==> src/rtl/sreg_addr_counter.sv <==
// Serial-load SRAM address register with auto-increment on bus transfers.
// Shifts the address in MSB first, latches it on the avr_sreg_en rising edge,
// then advances it on each inc_strobe from the bus FSM.
module sreg_addr_counter #(
    parameter int unsigned ADDR_WIDTH = 21,
    parameter int unsigned AUTO_INC   = 1
) (
    input  logic                  avr_clk,
    input  logic                  avr_reset,
    input  logic                  avr_si,
    input  logic                  avr_sreg_en,
    input  logic                  inc_strobe,
    output logic [ADDR_WIDTH-1:0] sram_addr,
    output logic                  addr_valid,
    output logic                  short_load,
    output logic                  wrapped
);

    localparam int unsigned    CNT_W   = $clog2(ADDR_WIDTH + 1);
    localparam logic [CNT_W-1:0] CNT_MAX = CNT_W'(ADDR_WIDTH);

    typedef enum logic {
        ST_SHIFT = 1'b0,
        ST_RUN   = 1'b1
    } state_t;

    state_t                state_q, state_d;
    logic                  prev_en_q, prev_en_d;
    logic [ADDR_WIDTH-1:0] shreg_q, shreg_d;
    logic [CNT_W-1:0]      count_q, count_d;
    logic [ADDR_WIDTH-1:0] sram_addr_d;
    logic                  addr_valid_d;
    logic                  short_load_d;
    logic                  wrapped_d;
    logic                  load_c;
    logic                  drop_c;

    assign load_c = avr_sreg_en & ~prev_en_q;
    assign drop_c = ~avr_sreg_en & prev_en_q;

    // Next-state and datapath; load and run->shift edges take priority over the per-state work.
    always_comb begin
        state_d      = state_q;
        prev_en_d    = avr_sreg_en;
        shreg_d      = shreg_q;
        count_d      = count_q;
        sram_addr_d  = sram_addr;
        addr_valid_d = addr_valid;
        short_load_d = short_load;
        wrapped_d    = wrapped;

        if (load_c) begin
            sram_addr_d  = shreg_q;
            addr_valid_d = 1'b1;
            short_load_d = (count_q < CNT_MAX);
            wrapped_d    = 1'b0;
            state_d      = ST_RUN;
        end else if (drop_c) begin
            addr_valid_d = 1'b0;
            shreg_d      = '0;
            count_d      = '0;
            state_d      = ST_SHIFT;
        end else begin
            case (state_q)
                ST_SHIFT: begin
                    if (!avr_sreg_en) begin
                        shreg_d = {shreg_q[ADDR_WIDTH-2:0], avr_si};
                        if (count_q != CNT_MAX) begin
                            count_d = count_q + CNT_W'(1);
                        end
                    end
                end
                ST_RUN: begin
                    if (avr_sreg_en && (AUTO_INC != 0) && inc_strobe) begin
                        sram_addr_d = sram_addr + ADDR_WIDTH'(1);
                        if (&sram_addr) begin
                            wrapped_d = 1'b1;
                        end
                    end
                end
                default: state_d = ST_SHIFT;
            endcase
        end
    end

    // State and output registers with synchronous reset.
    always_ff @(posedge avr_clk) begin
        if (avr_reset) begin
            state_q    <= ST_SHIFT;
            prev_en_q  <= 1'b0;
            shreg_q    <= '0;
            count_q    <= '0;
            sram_addr  <= '0;
            addr_valid <= 1'b0;
            short_load <= 1'b0;
            wrapped    <= 1'b0;
        end else begin
            state_q    <= state_d;
            prev_en_q  <= prev_en_d;
            shreg_q    <= shreg_d;
            count_q    <= count_d;
            sram_addr  <= sram_addr_d;
            addr_valid <= addr_valid_d;
            short_load <= short_load_d;
            wrapped    <= wrapped_d;
        end
    end

endmodule

==> config.mk <==
export PLATFORM = sky130hd
export DESIGN_NAME = sreg_addr_counter
export DESIGN_NICKNAME = d
export VERILOG_FILES = /design/src/rtl/sreg_addr_counter.sv
export SDC_FILE = /design/constraint.sdc
export NUM_CORES = 1
export LEC_CHECK = 0
export ABC_AREA = 1
export CELL_PAD_IN_SITES_DETAIL_PLACEMENT = 0
export CELL_PAD_IN_SITES_GLOBAL_PLACEMENT = 1
export CORE_MARGIN = 8
export CORE_UTILIZATION = 30
export DETAILED_ROUTE_END_ITERATION = 7
export PLACE_DENSITY = 0.72
export SYNTH_ARGS = -nofsm -noshare
export SYNTH_HDL_FRONTEND = slang
export SYNTH_SLANG_ARGS = --single-unit
==> constraint.sdc <==
create_clock -name avr_clk -period 4.2 [get_ports avr_clk]
set_input_delay 0.42 -clock avr_clk [delete_from_list [all_inputs] [get_ports avr_clk]]
set_output_delay 0.42 -clock avr_clk [all_outputs]
set_load 0.005 [all_outputs]
# ---- Yosys cells after proc, flatten, opt, wreduce, memory -nomap -nowiden
# Cells that the tools add are included.
dict set report op_classes {
  add_sub_neg 2
  mul 0
  n_div 0
  n_lt_le_gt_ge 1
  n_eq_ne 4
  shift 0
  mux 13
  n_bitwise 6
  reduce_logical 10
}
# op count
set ops {}
lappend ops {{$mux W21} 7}
lappend ops {{$reduce_and A24 Y1} 1}
lappend ops {{$add A21 B1 Y21 const B} 1}
lappend ops {{$mux W5} 4}
lappend ops {{$reduce_bool A2 Y1} 4}
lappend ops {{$reduce_and A3 Y1} 2}
lappend ops {{$add A5 B1 Y5 const B} 1}
lappend ops {{$lt A5 B5 Y1 const B} 1}
lappend ops {{$ne A5 B5 Y1 const B} 1}
lappend ops {{$ne A2 B1 Y1 const B} 2}
lappend ops {{$not A1 Y1} 4}
lappend ops {{$reduce_and A4 Y1} 1}
lappend ops {{$and A1 B1 Y1} 2}
lappend ops {{$mux W1} 2}
lappend ops {{$ne A2 B2 Y1 const B} 1}
lappend ops {{$reduce_or A2 Y1} 1}
lappend ops {{$logic_and A1 B1 Y1} 1}
dict set report totals {
  register_bits 51
  latch_bits 0
  ram_bits 0
  rom_bits 0
  in_bits 5
  elab_cells 43
  n_memories 0
}

# ---- Depth between registers and ports, before layout
dict set report logic_depth {
  word_depth 5
  mapped_depth 13
  ltp_nobuf 11
}

# ---- Worst setup path after synthesis
# Ideal clock, no wire load.
dict set report synth_timing {
  kind {input to register}
  from {in avr_sreg_en}
  to {reg count_q[3]}
  arrival_ns 1.437
  t_required_ns 4.073
  slack_ns 2.636
  path_stages 8
  cell_sequence {ha_1 > buf_6 > o31ai_4 > nand2_2 > inv_2 > nand2_1 > xor2_1 > nor2_1}
}
dict set report synth_via {
  elab_chain_len 4
}
# element line_no
set synth_rtl {}
lappend synth_rtl {{start: declaration} 11} ;# input logic avr_sreg_en,
lappend synth_rtl {{$not A1 Y1} 39} ;# assign drop_c = ~avr_sreg_en & prev_en_q;
lappend synth_rtl {{$and A1 B1 Y1} 39}
lappend synth_rtl {{$ne A2 B1 Y1 (no source line) or $reduce_bool A2 Y1 (tied branches)} -}
lappend synth_rtl {{$reduce_and A4 Y1 (no source line)} -}
lappend synth_rtl {{end signal: assignment} 101} ;# count_q <= count_d;
lappend synth_rtl {{end: declaration} 30} ;# logic [CNT_W-1:0] count_q, count_d;
# Parallel ways exist; a longest one is shown, timed or not.
# A chain may end at the register's enable or synchronous reset.

# ---- Worst setup path after layout
dict set report layout_timing {
  from {in avr_sreg_en}
  to {reg sram_addr[19]}
}
dict set report layout_via {
  elab_chain_len 4
}
# element line_no
set layout_rtl {}
lappend layout_rtl {{$not A1 Y1} 39}
lappend layout_rtl {{$and A1 B1 Y1} 39}
lappend layout_rtl {{$ne A2 B2 Y1 (no source line)} -}
lappend layout_rtl {{$reduce_and A3 Y1 (no source line)} -}
lappend layout_rtl {{end signal: assignment} 102} ;# sram_addr <= sram_addr_d;
lappend layout_rtl {{end: declaration} 13} ;# output logic [ADDR_WIDTH-1:0] sram_addr,
# Parallel ways exist; a longest one is shown, timed or not.

==> results.ini <==
[sta]
slew_viol_final=0
tns_ns=0
setup_viol=0
period_minus_slack_ns=2.79
fmax_mhz=358
fin_crit_sh_pct=66.5
holdWs_ns=0.463
setup_ws_ns=1.41
worst_pin_slew_ns=0.687
finClkSkew_ns=0.0159
rsz0062_at_grt=no
slew_headroom_pct=54.0
hold_violations=0

[synthesis]
synth.area.mux_share_pct=0
synth_area_per_cell_um2=6.89
ys_seq_area_share_pct=38.1
synthDistinctLibCells=31
syn_inst=389
yosysWarnings=0
synth_compound_area_share_pct=20.0
synth-simple-area-share_pct=28.6
synth-xor-area-share_pct=1.31
ys_seq_elements=51
synth_top_family_by_area=simple AND/OR/NAND/NOR gates
syn-num-nets=399
syn_area_um2=2680
synth_fa_ha_area_share_pct=2.33

[finish]
diodes=0
area_delta_synth_final_pct=15.4
layout-drive-gt1-share_pct=6.37
fin_util_pct=35.6
fin_area_um2=3090
nFillCells=961
nNetsFinal=417

[critical_path]
end_kind=flop
r2r_end=sram_addr[9]$_SDFFE_PP0P_
crit_path_start_kind=input port
worstPathMaxFanout=31
critical_path_class=input port to flop
cp.arrival_ns=3.00
required_ns=4.41
worstRegToRegCells=10
r2r_setup_slack_ns=1.83
r2r-start=prev_en_q$_SDFF_PP0_

[cts]
post_cts_buffers=0
cts_resized=0
ctsHtreeMaxLevel=2
clk_pin_slew_ns=0.10
insertion_delay_ns=0.30
cts_tree=yes
clockBufferDepth=2
cts_sinks=51
postCtsHoldBufs=0
cts-root-buf=clkbuf_8
cts_buffers=5

[drt]
first_pass_iters=4
postRouteAntennaNets=0
first_iter_violations=128
routedWlPerCell_um=13.8
wl_um=7140
via_count=2537
drc=0
viasPerCell=4.92

[grt]
antenna_found_initial=0
grt_usage_pct=11.9
grt_pass1_wl_um=12500
grt_pass1_vias=2523
grt_overflow=0
grt_max_degree=35

[run]
maxCapViolations=0

[placement]
io_buffers=28
dp_slack_ns=1.04
placed_area_um2=3010
hpwl_um=5040
gp_congestion=0.794

[floorplan]
ios=29
die_y_um=111
dieArea_um2=12200
row_count=34
start_util_pct=30.9
die_width_um=111
coreArea_um2=8680

[pwr]
power_density_nw_per_um2=310
switching_share_pct=28.8
clkPwrFrac_pct=28.8
p_sw_uw=276
power.share.sequential_pct=55.6
max-vdd-ir-drop_mv=0.124
combPwrFrac_pct=15.6
p_leak_uw=0.00110
p_int_uw=683

[worst_hold_path]
min_path_type=flop to flop
holdCritStartpoint=shreg_q[1]$_SDFFE_PP0P_
min_path_cells=2
worstHoldEndpoint=sram_addr[1]$_SDFFE_PP0P_

[run_status]
status=finished, final reports clean

-- per-stage QoR --
stage,power (uW),cells
2_1_floorplan,643,389
3_3_place_gp,694,508
3_5_place_dp,695,508
4_1_cts,972,516
5_1_grt,1020,516
6_report,959,516
-- power groups by stage --
stage	clock network, uW	logic (uW)	registers [uW]
after floorplan	0	103	539
after global placement	0	150	544
after detailed placement	0	151	544
after CTS	287	152	533
after global routing	308	171	538
final	276	150	533
-- metal layers --
layer,vias to the layer above,part of all wire (%),GRT usage [%]
met4,0,0.84,2.97
met3,5,4.6,2.81
met2,48,44,19.5
met1,1166,50,15.3
li1,1318,-,-
met5,-,0,0
-- flip-flops by register name, summed over array words and instances, names as in the netlist --
name,count
count_q,5
prev_en_q,1
short_load,1
shreg_q,21
sram_addr,21
state_q,1
wrapped,1
-- synth_stat cells --
cell type	instances	share of area, %
o21ai_0	24	4.5
nand3_2	1	0.37
buf_4	3	0.84
a211oi_1	6	1.7
a21oi_1	42	7.8
ha_1	5	2.3
nor2_1	38	5.3
nor3_4	1	0.61
buf_2	4	0.75
nand2_1	95	13
nand2_2	2	0.47
clkbuf_1	10	1.4
dfxtp_1	51	38
nand3_1	25	4.7
buf_6	2	0.84
a31oi_1	2	0.47
o31ai_4	1	0.79
nand3b_1	3	0.84
o21bai_1	2	0.56
inv_1	37	5.2
nor2_4	1	0.42
o211ai_1	1	0.28
xor2_1	3	0.98
nor2_2	4	0.93
xnor2_1	1	0.33
a221oi_1	8	2.6
nand4_1	4	0.93
nor3_1	4	0.75
inv_2	5	0.70
a311oi_2	1	0.56
o22ai_1	3	0.70
-- worst max path at each step --
stage	start	to	slack [ns]	depth (start not counted)
after global routing	avr_sreg_en	sram_addr[19]$_SDFFE_PP0P_	1.09	11
after floorplan	avr_sreg_en	count_q[3]$_SDFFE_PP0P_	2.64	8
final	avr_sreg_en	sram_addr[19]$_SDFFE_PP0P_	1.41	12
after detailed placement	avr_sreg_en	sram_addr[19]$_SDFFE_PP0P_	1.04	12
after global placement	avr_sreg_en	sram_addr[19]$_SDFFE_PP0P_	1.10	11
after CTS	avr_sreg_en	sram_addr[19]$_SDFFE_PP0P_	1.37	12
-- cells by family (layout without fill, tap and decap cells) --
logic type                 count (synthesis)  after routing
and+or+nand+nor                          178            178
AOI/OAI and AO/OA                         90             90
buffers and inverters                     61             80
DFF                                       51             51
adders and majority gates                  5              5
xor gates and xnor gates                   4              4
-- worst max-delay path: stages --
cell and delay [ns]:
clkdlybuf4s50_1 0.64, ha_1 0.20, buf_4 0.29, inv_2 0.28, nand2_1 0.16, nand2_2 0.27
inv_2 0.40, nand2_1 0.09, nand2_1 0.06, o21ai_0 0.08, nand2_1 0.06, inv_1 0.04
-- cells in the final DEF, fill, tap and decap left out, types with 4 or more instances in the layout --
cell / count
a211oi_1: 6
a21oi_1: 42
a221oi_1: 8
clkbuf_8: 5
clkdlybuf4s50_1: 28
dfxtp_1: 51
ha_1: 5
inv_1: 37
inv_2: 5
nand2_1: 95
nand3_1: 25
nand4_1: 4
nor2_1: 38
nor2_2: 4
nor3_1: 4
o21ai_0: 24
-- area by class of cell --
cell class,instances,area (um^2),area share (%)
Clock buffer,5,68.8,2.22
Tap cell,108,135,4.37
Sequential cell,51,1020,33.0
Inverter,42,158,5.10
Multi-Input combinational cell,277,1400,45.3
Clock inverter,3,15.0,0.485
Timing Repair Buffer,30,295,9.55
No activity file was read; power rests on OpenSTA's default activity.
==> variant, RTL diff (same flow settings) <==
The parameter `AUTO_INC` goes from 1 to 0.
--- a/src/rtl/sreg_addr_counter.sv
+++ b/src/rtl/sreg_addr_counter.sv
@@ -5,3 +5,3 @@
     parameter int unsigned ADDR_WIDTH = 21,
-    parameter int unsigned AUTO_INC   = 1
+    parameter int unsigned AUTO_INC   = 0
 ) (
Function: changed (a bounded check fails within 4 cycles, from zero or initial values and one cycle with avr_reset high).
==> variant against the original RTL <==
Combinational power decreased by 15%; sequential cell count decreased by 1; power is 1.7% lower; synthesized area shrank 28%; critical path type unchanged; cell count decreased by 35%; sequential power fell by 2%; setup slack better by 490 ps; die area is 25% lower; global-route usage fell by 1.7 points; final area shrank 26%; highest routed layer unchanged; routed wire length is 38% lower.
==> variant: results (changes against the original RTL) <==
| Metric | Value |
|---|---|
| Status | `finished, final reports clean (unchanged)` |
| Worst r2r path cells | `8 (was 10)` |
| Iter 0 DRT Violations | `67 (was 128)` |
| Inst Count DP | `328 (was 508)` |
| Ys async rst share | `0 (unchanged)` |
| Post-DP HPWL | `3054 microns (was 5041 microns)` |
| Crit path DAT | `2540 ps (was 3000 ps)` |
| Tmin final | `2305 ps (was 2792 ps)` |
| Post-synth top cells | `dfxtp_1 (50), nor2_1 (44), a21oi_1 (26) (was nand2_1 (95), dfxtp_1 (51), a21oi_1 (42))` |
| Dpl ws | `1558 ps (was 1039 ps)` |
| Area Overhead vs Synth | `19.63% (was 15.35%)` |
| Crit-path max FO | `21 (was 31)` |
| Gpl congestion | `0.7580 (was 0.7940)` |
| Main synth FF type | `dfxtp_1 (unchanged)` |
| Netlist cell types | `24 (was 31)` |
| Clock latency on the worst-skew pair | `300 ps (about the same)` |
| Largest stage delay, worst path | `580 ps (was 640 ps)` |
| Leak | `0.8912 nW (was 1.096 nW)` |
| Fillers | `668 (was 961)` |
| Post-Route WL | `4445 microns (was 7144 microns)` |
| Synth Area in Compound Gates | `0.1859 (was 0.1997)` |
| Post-Synth XOR/XNOR Area | `0 (was 0.01307)` |
| Top cells by area, synth | `dfxtp_1 (52%), nor2_1 (8.6%), a21oi_1 (6.8%) (was dfxtp_1 (38%), nand2_1 (13%), a21oi_1 (7.8%))` |
| Share of cells above drive strength 1 | `0.07722 (was 0.06373)` |
| Final-stage net count | `267 (was 417)` |
| Net Count, Synth | `246 (was 399)` |
| Largest net degree at the start of global routing | `26 (was 35)` |
| ANT cells | `0 (unchanged)` |
| Slew Limit Headroom | `0.5307 (was 0.5404)` |
| Total GRT Usage | `0.1027 (was 0.1193)` |
| Number of global-route vias before repair | `1514 (was 2523)` |
| Worst Clk Skew | `9.497 ps (was 15.90 ps)` |
| Highest ir drop seen on vdd | `151.8 uV (was 124.3 uV)` |
| Vias | `1556 (was 2537)` |
| Syn Inst Count | `237 (was 389)` |
| Yosys Warn Count | `0 (unchanged)` |
| First-pass GRT wire length | `7465 microns (was 12490 microns)` |
| Vias/cell | `4.631 (was 4.917)` |
| Critical Path Slowest Stage Cell | `ha_1 (was clkdlybuf4s50_1)` |
| Dpl cell area | `2200 sq um (was 3009 sq um)` |
| Post-synthesis adder-cell area fraction | `0.02609 (was 0.02333)` |
| Clk slew on worst S/H paths | `90 ps` |
| WHS | `474.9 ps (was 462.7 ps)` |
| # port buffers | `26 (was 28)` |
| FF-to-FF setup slack | `2180 ps (was 1830 ps)` |
| Sequential area share after synthesis | `0.5219 (was 0.3808)` |
variant: cell types whose count changed after synthesis, moves of 4 or more:
cell	change
nand2_1	-78
inv_1	-18
a21oi_1	-16
nand3_1	-13
a221oi_1	-8
o21ai_1	+8
clkbuf_1	-6
nor2_1	+6
nor2_2	-4
nor3_1	-4
variant: worst paths after layout:
kind                             from                  endpoint
max                       avr_sreg_en   shreg_q[2]$_SDFFE_PP0P_
max reg2reg      prev_en_q$_SDFF_PP0_   shreg_q[2]$_SDFFE_PP0P_
min reg2reg  shreg_q[20]$_SDFFE_PP0P_  shreg_q[20]$_SDFFE_PP0P_
min          shreg_q[20]$_SDFFE_PP0P_  shreg_q[20]$_SDFFE_PP0P_
variant: final cells by class:
class / count / area share
well taps: 77 / 0.04198
repair buffers: 27 / 0.1167
clock buffers: 6 / 0.03599
inverters: 23 / 0.03817
clock inverters: 2 / 0.005453
flip-flops and latches: 50 / 0.4362
multi-input cells: 151 / 0.3255
variant: worst register-to-register path, stage by stage, from the launching register on:
cell	delay [ps]
dfxtp_1	320
inv_1	50
ha_1	560
inv_2	280
nand2_2	190
nand2_4	100
inv_2	230
o21ai_0	120
a21oi_1	120
variant: per-layer routing:
metal  routed length [microns]  global-route usage  up-vias
li1                          -                   -      810
met1                      2172              0.1351      720
met2                      2028              0.1571       22
met3                       190             0.02574        4
met4                        53             0.04097        0
met5                         0                   0        -
variant: cell families after synthesis:
logic type	Yosys count
compound gates	67
fa+ha+maj	4
other cells	1
buf+inv	36
simple gates	79
flops	50
variant: report_power, final:
part	switching, W	internal, W	leakage [nW]	total [W]
sequential	0.0000182	0.000507	0.411	0.000525
clock	0.000159	0.000133	0.0472	0.000292
combinational	0.0000712	0.0000554	0.433	0.000127
total	0.000248	0.000695	0.891	0.000943
